[src/rtl/shift_reg_loader.sv]
// Sequencing controller feeding the systolic-array shift_reg buffer: LOAD streams
// LENGTH words from operand memory into shift_reg, DRAIN streams them back out to memory.
module shift_reg_loader #(
    parameter int DATA_WIDTH = 8,
    parameter int LENGTH     = 4,
    parameter int ADDR_WIDTH = 8
) (
    input  logic                  clk,
    input  logic                  reset,
    input  logic                  start,
    input  logic                  mode,
    input  logic [ADDR_WIDTH-1:0] base_addr,
    output logic                  busy,
    output logic                  done,
    output logic [ADDR_WIDTH-1:0] mem_addr,
    output logic                  mem_rd_en,
    input  logic [DATA_WIDTH-1:0] mem_rd_data,
    output logic                  mem_wr_en,
    output logic [DATA_WIDTH-1:0] mem_wr_data,
    output logic [1:0]            ctrl_code,
    output logic [DATA_WIDTH-1:0] data_write,
    input  logic [DATA_WIDTH-1:0] data_read
);

    typedef enum logic [1:0] {IDLE, LOAD, DRAIN, DONE} state_t;

    localparam int CNT_W = $clog2(LENGTH + 1) + 1;
    localparam logic [CNT_W-1:0] LAST_LOAD  = CNT_W'(LENGTH);
    localparam logic [CNT_W-1:0] LAST_DRAIN = CNT_W'(LENGTH - 1);

    localparam logic [1:0] CTRL_HOLD = 2'b00;
    localparam logic [1:0] CTRL_IN   = 2'b10;
    localparam logic [1:0] CTRL_OUT  = 2'b11;

    state_t                  state, next_state;
    logic [CNT_W-1:0]        cnt, next_cnt;
    logic [ADDR_WIDTH-1:0]   next_addr;
    logic                    next_busy, next_done, next_rd_en, next_wr_en;
    logic [1:0]              next_ctrl;

    // The registered outputs are computed one cycle ahead from the next state, so
    // every strobe lines up with the cycle numbering seen by memory and shift_reg.
    always_comb begin
        // NOTE: every signal gets a default first so no path can infer a latch.
        next_state = state;
        next_cnt   = cnt;
        next_addr  = mem_addr;
        next_busy  = 1'b0;
        next_done  = 1'b0;
        next_rd_en = 1'b0;
        next_wr_en = 1'b0;
        next_ctrl  = CTRL_HOLD;

        unique case (state)
            IDLE: begin
                if (start) begin
                    next_cnt  = '0;
                    next_addr = base_addr;
                    next_busy = 1'b1;
                    if (mode) begin
                        next_state = DRAIN;
                        next_wr_en = 1'b1;
                        next_ctrl  = CTRL_OUT;
                    end else begin
                        next_state = LOAD;
                        next_rd_en = 1'b1;
                    end
                end
            end
            LOAD: begin
                // Read data trails the read strobe by one cycle, hence LENGTH+1 cycles.
                if (cnt == LAST_LOAD) begin
                    next_state = DONE;
                    next_done  = 1'b1;
                end else begin
                    next_cnt  = cnt + 1'b1;
                    next_busy = 1'b1;
                    next_ctrl = CTRL_IN;
                    if (cnt < LAST_DRAIN) begin
                        next_rd_en = 1'b1;
                        next_addr  = mem_addr + 1'b1;
                    end
                end
            end
            DRAIN: begin
                if (cnt == LAST_DRAIN) begin
                    next_state = DONE;
                    next_done  = 1'b1;
                end else begin
                    next_cnt   = cnt + 1'b1;
                    next_addr  = mem_addr + 1'b1;
                    next_busy  = 1'b1;
                    next_wr_en = 1'b1;
                    next_ctrl  = CTRL_OUT;
                end
            end
            DONE: begin
                next_state = IDLE;
            end
            default: begin
                next_state = IDLE;
            end
        endcase
    end

    always_ff @(posedge clk) begin
        // NOTE: sequential state uses non-blocking assignments so all flops update together.
        if (reset) begin
            state     <= IDLE;
            cnt       <= '0;
            mem_addr  <= '0;
            busy      <= 1'b0;
            done      <= 1'b0;
            mem_rd_en <= 1'b0;
            mem_wr_en <= 1'b0;
            ctrl_code <= CTRL_HOLD;
        end else begin
            state     <= next_state;
            cnt       <= next_cnt;
            mem_addr  <= next_addr;
            busy      <= next_busy;
            done      <= next_done;
            mem_rd_en <= next_rd_en;
            mem_wr_en <= next_wr_en;
            ctrl_code <= next_ctrl;
        end
    end

    // Data paths are pass-through: shift_reg head goes straight to memory, read data straight in.
    assign mem_wr_data = (state == DRAIN) ? data_read : '0;
    assign data_write  = (ctrl_code == CTRL_IN) ? mem_rd_data : '0;

endmodule

[config.mk]
export PLATFORM = sky130hd
export DESIGN_NAME = shift_reg_loader
export DESIGN_NICKNAME = d
export VERILOG_FILES = /design/src/rtl/shift_reg_loader.sv
export SDC_FILE = /design/constraint.sdc
export NUM_CORES = 1
export LEC_CHECK = 0
export CAP_MARGIN = 20
export CORE_AREA = 3 3 60 62
export DETAILED_ROUTE_END_ITERATION = 10
export DIE_AREA = 0 0 63 65
export GPL_ROUTABILITY_DRIVEN = 0
export HOLD_SLACK_MARGIN = 0.12
export PLACE_DENSITY_LB_ADDON = 0.15
export SLEW_MARGIN = 15
export SYNTH_ARGS = -nofsm -noshare
export SYNTH_HDL_FRONTEND = slang
export SYNTH_SLANG_ARGS = --single-unit
[constraint.sdc]
create_clock -name clk -period 2.14 [get_ports clk]
set_input_delay 0.428 -clock clk [delete_from_list [all_inputs] [get_ports clk]]
set_output_delay 0.428 -clock clk [all_outputs]
set_load 0.01 [all_outputs]
# --- Yosys cells after proc, flatten, opt, wreduce, memory -nomap -nowiden ---
# Cells that the tools add are included.
classes:
  eq_ne: 12
  n_mux: 36
  n_addsub: 2
  order_cmp: 1
  reduce_logical: 5
ops:
  columns: ["op", "count"]
  rows:
  - ["8-bit 2-to-1 mux", 6]
  - ["8-bit case mux with 3 select lines", 1]
  - ["2-bit 2-to-1 mux", 8]
  - ["4-bit 2-to-1 mux", 3]
  - ["2-bit != test (second input constant)", 6]
  - ["4-bit case mux with 3 select lines", 1]
  - ["1-bit 2-to-1 mux", 11]
  - ["8-bit by 1-bit adder with 8-bit output (second input constant)", 1]
  - ["2-bit case mux with 4 select lines", 1]
  - ["2-bit == test (second input constant)", 3]
  - ["1-bit case mux with 2 select lines", 3]
  - ["2-bit case mux with 3 select lines", 1]
  - ["5-bit AND reduction", 1]
  - ["4-bit by 1-bit adder with 4-bit output (second input constant)", 1]
  - ["4-bit by 2-bit == test with 1-bit output (second input constant)", 1]
  - ["4-bit by 3-bit == test with 1-bit output (second input constant)", 1]
  - ["4-bit by 2-bit less-than comparator with 1-bit output (second input constant)", 1]
  - ["4-bit AND reduction", 1]
  - ["1-bit case mux with 3 select lines", 1]
  - ["3-bit AND reduction", 1]
  - ["3-bit nonzero test", 1]
  - ["2-bit by 1-bit == test with 1-bit output (second input constant)", 1]
  - ["2-bit logical NOT", 1]
word_totals:
  word_cells: 64
  register_bits: 20
  output_inout_bits: 30
  inputBits: 28

# --- Logic depth before layout (Yosys ltp) ---
# Gate-level depths: netlist (run 1).
depth:
  word_depth: 4
  mapped_depth: 7
  depth_no_buf: 6

# --- Worst setup path before layout (run 1) ---
# Ideal clock, no wire load.
synth_timing:
  path_type: "register to register"
  startpoint: "reg state[0]"
  endpoint: "reg cnt[2]"
  period_less_slack_ns: 1.686
  n_path_buf: 1
  t_arrival_ns: 1.552
  setup_ns: 0.134
  path_stages_with_launch: 8
  setup_slack_ns: 0.454
  required_time_ns: 2.006
  path_cell_list: "dfxtp_1 inv_1 ha_1 inv_2 clkbuf_1 nor2_1 o311ai_1 o41ai_2"
synth_between:
  elab_chain_len: 3
  elab_cells_between_ends: 9
  classes_between: "5 x eq/ne; 1 x mux; 3 x reduce/logical"
synth_lines:
  columns: ["item", "line_no", "text"]
  rows:
  - ["start, declared", "35", "state_t state, next_state;"]
  - ["start signal, assigned", "118", "state <= next_state;"]
  - ["2-bit == test (tied with other cells)", "54", "unique case (state)"]
  - ["2-bit != test (no line) or 3-bit nonzero test (tied branches)", null, null]
  - ["4-bit AND reduction (no line)", null, null]
  - ["end signal, assigned", "119", "cnt <= next_cnt;"]
  - ["end, declared", "36", "logic [CNT_W-1:0] cnt, next_cnt;"]
# Several ways; a longest one is shown, not always the timed one.
# A chain may end at the register's enable or synchronous reset.

# --- Final worst setup path (run 1) ---
layout_timing:
  startpoint: "reg state[1]"
  endpoint: "out mem_wr_data[4]"
layout_between:
  elab_chain_len: 2
layout_lines:
  columns: ["item", "line_no", "text"]
  rows:
  - ["2-bit == test", "130", "assign mem_wr_data = (state == DRAIN) ? data_read : '0;"]
  - ["8-bit 2-to-1 mux", "130", null]
  - ["end, declared", "19", "output logic [DATA_WIDTH-1:0] mem_wr_data,"]
# Every way passes these cells.

==> results.cfg, run 1 <==
[run_status]
outcome = complete, no violations

[finish]
finish.utilization = 0.643
final_cell_mix = 56 x clkdlybuf4s50_1, 19 x dfxtp_1, 16 x and2_1
drive_gt1_frac = 0.123
antennaDiodeCount = 0
fin_nets = 247
synthToLayoutAreaGrowth_pct = 51.0
filler_cell_count = 282
layout_commonest_cell = clkdlybuf4s50_1

[global_routing]
grtUsageTotal = 0.192
antenna_found_initial = 0
grt_overflow = 0
grt_max_degree = 17
grt_pass1_vias = 1394
grt_pass1_wl_um = 6330

[yosys]
netlist_area_um2 = 1310
synth_mux_area_frac = 0.0153
synth.distinct_cells = 48
synth-simple-area-share = 0.270
synth_top_flop_cell = dfxtp_1
synthArstFlopShare = 0
synth_xor_area_frac = 0
syn_area_per_cell_um2 = 8.51
netlist_instances = 154
synth-seq-area-share = 0.305
synth_top_family_by_area = compound AO/OA/AOI/OAI gates
ys_top_cells_by_area = dfxtp_1 31%, and2_1 7.6%, ha_1 6.7%
synth_edf_count = 0
synth_nets = 189
yosysTopAreaCell = dfxtp_1
netlist.area_leader.share = 0.305
ys_ff_latch = 20
synth_compound_area_frac = 0.270
synthAdderAreaFrac = 0.0668
yosys_warnings = 0

[floorplanning]
die_area_um2 = 4100
core_um2 = 3080
floorplan.io_pins = 58
std_cell_rows = 20
start_util = 0.426
die_h_um = 65
die_x_um = 63

[placed_design]
place.detailed.hpwl_um = 2750
pre_cts_slack_ps = 154
port_buffers = 57

[timing]
finalMaxSlewViolations = 0
finalHoldViolations = 0
relSlewSlack = 0.696
hold_ws_ps = 532
setup_tns_ps = 0
worstMarginPinSlew_ps = 451
worst_slack_ps = 78.1
rsz0062_at_grt = false
min_period_over_period = 0.964
setup_violations = 0
fin_crit_ps = 2060
fin_worst_skew_ps = 3.05
fmax_mhz = 485

[clock_network]
clk_latency_ps = 310
path_clk_slew_ps = 120
clkSinkCount = 20
cts_made_buffers = 3
clockBufferDepth = 2
htreeDepth = 1
holdBufCountCts = 0
tritoncts = yes
root_buffer = clkbuf_4

[critical_path]
required_ps = 1710
crit_slowest_cell = clkdlybuf4s50_1
critPathMaxStageDelay_ps = 530
crit_type = reg -> out
start_kind = register
cp_max_fo = 11
crit_chain = ha_4 -> and2_1 -> clkdlybuf4s50_1
cp.arrival_ps = 1630
endpoint_kind = primary output

[route]
drtPass1Iterations = 4
drtIter0Drc = 35
ant_nets = 0
route.detailed.drc = 0
vias = 1385
wl_per_cell_um = 14.3
wl_um = 3650
via_per_inst = 5.43

[pwr]
p_per_area_nw_per_um2 = 1100
power.total_uw = 2170
peakVddDrop_v = 0.000731
power_leakage_uw = 0.000760

[worst_hold_path]
min_path_type = reg -> reg

[flow_run]
maxCapViolations = 0
-- power by group --
group / switching, uW / total, uW / internal, uW / leakage (uW)
sequential: 115 / 603 / 488 / 0.000165
clock: 123 / 227 / 104 / 0.0000210
combinational: 677 / 1340 / 665 / 0.000575
-- layer usage --
metal,GRT usage,part of all wire,vias up
li1,-,-,678
met1,0.212,0.41,637
met2,0.350,0.49,63
met3,0.0416,0.085,7
met4,0.0854,0.018,0
met5,0,0,-
-- cell families after synthesis --
| logic type | Yosys count |
|---|---|
| buf+inv | 21 |
| fa+ha+maj | 7 |
| compound gates | 43 |
| simple gates | 61 |
| flops | 20 |
| mux | 2 |
-- final cells by class --
cell class / instances / area [um^2] / share of cell area
repair buffers: 62 / 611 / 0.308
clock buffers: 4 / 36.3 / 0.0183
flip-flops and latches: 20 / 402 / 0.203
inverters: 12 / 45.0 / 0.0228
well taps: 44 / 55.1 / 0.0278
multi-input cells: 113 / 831 / 0.420
-- synth_stat cells (2+ instances only) --
master,n
buf_6,2
o31ai_1,5
a31o_1,4
or3_1,2
a211oi_1,2
nor2b_1,3
ha_1,7
nand2_1,12
inv_1,11
o211ai_1,2
dfxtp_1,20
nand3_1,7
o21ai_0,6
o41ai_1,2
clkbuf_1,6
a311oi_1,4
nor2_1,6
and2_1,16
a21oi_1,5
mux2i_1,2
and3_1,2
a32o_1,2
-- what timing repair did --
item / CTS / global route
resized for setup: 2 / 4
endpoints found under the setup margin: 8 / 16
setup buffers: 0 / 1
cloned: 0 / 0
-- path summary, 6_finish.rpt --
| path | from | end | slack [ps] | depth (start not counted) |
|---|---|---|---|---|
| setup / recovery | state[1] | mem_wr_data[4] | 80 | 3 |
| hold / removal | state[0] | state[0] | 530 | 2 |
| setup reg to reg | state[1] | cnt[2] | 360 | 6 |
| hold reg to reg | state[0] | state[0] | 530 | 2 |
-- worst max-delay path: cells and delay by family (launching register included) --
kind	cells	cell delay [ps]
buf+inv	1	530
flops	1	440
fa+ha+maj	1	220
simple gates	1	140
-- state kept, by name (all words and copies together), names as in the netlist --
signal / count
done: 1
cnt: 4
mem_rd_en: 1
mem_wr_en: 1
busy: 1
state: 2
ctrl_code: 2
mem_addr: 8
-- per-stage QoR --
| step | std cells | instance area (um^2) |
|---|---|---|
| after floorplan | 154 | 1310 |
| after global placement | 250 | 1920 |
| after detailed placement | 250 | 1920 |
| after CTS | 254 | 1970 |
| after global routing | 255 | 1980 |
| final | 255 | 1980 |
No activity file was read; power rests on OpenSTA's default activity.
==> inputs of run 2 (changes only) <==
GPL_ROUTABILITY_DRIVEN = not set   (was 0)
SKIP_CTS_REPAIR_TIMING = 1   (was not set)
clock period = 2.2 ns   (was 2.14 ns; I/O delays follow)
==> results.cfg, run 2 (same netlist as run 1, synthesis figures left out) <==
[flow_run]
maxCapViolations = 0

[pwr]
internal_power_uw = 1240
power_leakage_uw = 0.000747
p_seq_frac = 0.274
p_switching_uw = 887
clkPwrFrac = 0.102
peakVddDrop_v = 0.000583
power.total_uw = 2120
sw_frac_of_total = 0.417
pwr-share-comb = 0.624
p_per_area_nw_per_um2 = 1070

[worst_hold_path]
min_path_type = reg -> reg

[floorplanning]
std_cell_rows = 20
die_h_um = 65
floorplan.io_pins = 58
start_util = 0.426
die_x_um = 63
core_um2 = 3080
die_area_um2 = 4100

[critical_path]
cp_max_fo = 11
crit_buf_inv = 2
critPathMaxStageDelay_ps = 540
crit_family = buffers and inverters
crit_type = reg -> out
cp.arrival_ps = 1660
endpoint_kind = primary output
crit_slowest_cell = clkdlybuf4s50_1
required_ps = 1760
crit_chain = inv_1 -> ha_4 -> and2_1 -> clkdlybuf4s50_1
start_kind = register

[placed_design]
dpl.cell_count = 251
port_buffers = 57
place.detailed.hpwl_um = 2820
gp_congestion = 0.873

[timing]
fmax_mhz = 477
min_period_over_period = 0.953
finalHoldViolations = 0
fin_worst_skew_ps = 1.86
relSlewSlack = 0.625
setup_violations = 0
fin_crit_ps = 2100
rsz0062_at_grt = false
worstMarginPinSlew_ps = 555
finalMaxSlewViolations = 0

[run_status]
outcome = complete, no violations

[route]
vias = 1421
route.detailed.drc = 0
wl_per_cell_um = 14.3
wl_um = 3650
via_per_inst = 5.55
ant_nets = 0
drtIter0Drc = 50
drtPass1Iterations = 4

[finish]
largest_reg_flops = 8
reg_top3 = mem_addr (8), cnt (4)
filler_cell_count = 282
layout_commonest_cell = clkdlybuf4s50_1
synthToLayoutAreaGrowth_pct = 51.2
final_cell_mix = 57 x clkdlybuf4s50_1, 20 x dfxtp_1, 16 x and2_1
drive_gt1_frac = 0.118
antennaDiodeCount = 0
fin_cells = 256
top_register = mem_addr
finish.utilization = 0.644
fin_nets = 248

[clock_network]
clockBufferDepth = 2
cts_made_buffers = 3
tritoncts = yes
path_clk_slew_ps = 110
root_buffer = clkbuf_4
clkSinkCount = 20
htreeDepth = 1
clk_latency_ps = 300

[global_routing]
grt_pass1_wl_um = 6000
grt_pass1_vias = 1300
antenna_found_initial = 0
grt_max_degree = 14
grt_overflow = 0
grtUsageTotal = 0.180
## run 2: cell types whose count changed in the layout (fill, tap and decap cells not counted), sizes merged
cell | before | now
clkdlybuf4s50 | 56 | 57
dlymetal6s2s | 1 | 0
buf | 5 | 6
## run 2: stage by stage
step | hold slack [ps] | area [um^2] | TNS (ps) | setup WS (ps)
floorplan | 480 | 1310 | 0 | 514
global placement | 498 | 1920 | 0 | 211
detailed placement | 523 | 1920 | 0 | 184
CTS | 541 | 1960 | -599 | -93.9
global route | 589 | 1980 | 0 | 15.7
finish | 544 | 1980 | 0 | 103
## run 2: path summary, 6_finish.rpt
path | start | end | cells after the start | slack (ps)
hold / removal | state[0] | state[0] | 2 | 540
hold reg to reg | state[0] | state[0] | 2 | 540
setup / recovery | state[0] | mem_wr_data[3] | 4 | 100
setup reg to reg | state[1] | state[0] | 5 | 340
## run 2: final cells by class
cell class,instances,area [um^2],area share
multi-input cells,113,831,0.419
well taps,44,55.1,0.0278
flip-flops and latches,20,400,0.202
inverters,12,45.0,0.0227
repair buffers,63,616,0.310
clock buffers,4,36.3,0.0183
## run 2: routing by layer
metal	GRT usage	wire, um	vias up
met5	0	0	-
met2	0.323	1770	80
met1	0.209	1470	653
met4	0.0661	61	0
met3	0.0399	349	9
li1	-	-	679
## run 2: power groups by stage
stage	combinational [uW]	sequential [uW]	clock, uW
after floorplan	760	606	0
after global placement	1270	577	0
after detailed placement	1290	587	0
after CTS	1300	577	219
after global routing	1450	603	232
final	1330	582	216
## run 2: tightest hold or removal path, delay by kind of cell, from the launching register on
family | cells | cell delay, ps
flops | 1 | 360
simple gates | 1 | 80
compound gates | 1 | 70
==> inputs of run 3 (changes only) <==
CORE_AREA = 3 3 77 79   (was 3 3 60 62)
DIE_AREA = 0 0 80 82   (was 0 0 63 65)
==> results.cfg, run 3 (same netlist as run 1, synthesis figures left out) <==
[clock_network]
tritoncts = yes
root_buffer = clkbuf_8
clockBufferDepth = 2
path_clk_slew_ps = 80
htreeDepth = 1
clk_latency_ps = 260
clkSinkCount = 20
cts_made_buffers = 3

[finish]
filler_cell_count = 561
drive_gt1_frac = 0.114
top_register = mem_addr
largest_reg_flops = 8
final_cell_mix = 57 x clkdlybuf4s50_1, 20 x dfxtp_1, 16 x and2_1
finish.utilization = 0.378
reg_top3 = mem_addr (8), cnt (4)
layout_commonest_cell = clkdlybuf4s50_1
fin_nets = 247
antennaDiodeCount = 0
synthToLayoutAreaGrowth_pct = 56.0

[route]
wl_per_cell_um = 13.3
vias = 1340
route.detailed.drc = 0
drtIter0Drc = 81
drtPass1Iterations = 4
ant_nets = 0
via_per_inst = 4.73
wl_um = 3750

[pwr]
peakVddDrop_v = 0.000408
clkPwrFrac = 0.166
sw_frac_of_total = 0.401
power_leakage_uw = 0.000756
internal_power_uw = 1360
p_seq_frac = 0.257
p_switching_uw = 908
p_per_area_nw_per_um2 = 1110
pwr-share-comb = 0.577

[timing]
fmax_mhz = 481
rsz0062_at_grt = false
worstMarginPinSlew_ps = 474
finalHoldViolations = 0
fin_worst_skew_ps = 7.34
setup_violations = 0
hold_ws_ps = 534
fin_crit_ps = 2080
relSlewSlack = 0.679
worst_slack_ps = 122
finalMaxSlewViolations = 0
min_period_over_period = 0.944

[placed_design]
port_buffers = 57
pre_cts_slack_ps = 204
place.detailed.hpwl_um = 2790
gp_congestion = 0.738

[floorplanning]
core_um2 = 5410
die_h_um = 82
std_cell_rows = 27
floorplan.io_pins = 58
die_area_um2 = 6560
die_x_um = 80
start_util = 0.243

[run_status]
outcome = complete, no violations

[critical_path]
crit_type = reg -> out
start_kind = register
endpoint_kind = primary output
cp.arrival_ps = 1640
required_ps = 1760
cp_max_fo = 13

[flow_run]
maxCapViolations = 0

[worst_hold_path]
min_path_type = reg -> reg

[global_routing]
grtUsageTotal = 0.112
grt_pass1_wl_um = 5860
grt_max_degree = 17
grt_pass1_vias = 1251
grt_overflow = 0
antenna_found_initial = 0
-- run 3: changes by cell type in the layout (fill, tap and decap cells not counted) --
cell / change
buf_4: -1
clkbuf_8: +2
bufinv_16: +1
clkbuf_4: -3
-- run 3: layout make-up --
type,count,area (um^2),area share
tap,72,90.1,0.0440
inverter,12,45.0,0.0220
clock inverter,1,30.0,0.0147
clock buffer,3,41.3,0.0202
multi-input combinational,113,831,0.406
sequential,20,400,0.196
timing repair buffer,62,608,0.297
-- run 3: power groups by stage --
stage          combinational, uW  sequential [uW]  clock (uW)
4_1_cts                     1300              578         390
3_3_place_gp                1290              589           0
3_5_place_dp                1300              586           0
5_1_grt                     1440              605         405
2_1_floorplan                760              606           0
6_report                    1310              583         377
-- run 3: metrics by stage --
stage                     setup TNS (ps)  power (uW)  cell area (um^2)  instances
after floorplan                        0        1370              1310        154
after global placement                 0        1880              1960        279
after detailed placement               0        1880              1960        279
after CTS                           -648        2270              2030        283
after global routing                   0        2450              2050        283
final                                  0        2270              2050        283
-- run 3: critical path: stages (launching register included) --
cell and delay, ps:
dfxtp_1 350, inv_1 120, ha_4 220, and2_1 140
clkdlybuf4s50_1 540
-- run 3: worst paths after layout --
check	to	slack (ps)	start	cells past startpoint
setup / recovery	mem_wr_data[2]	120	state[0]	4
hold / removal	state[0]	530	state[0]	2
setup reg to reg	cnt[2]	380	state[0]	5
hold reg to reg	state[0]	530	state[0]	2
-- run 3: routing by layer --
layer / track usage / share of wire
met1: 0.137 / 0.46
met2: 0.190 / 0.44
met3: 0.0318 / 0.099
met4: 0.0321 / 0.0037
met5: 0 / 0
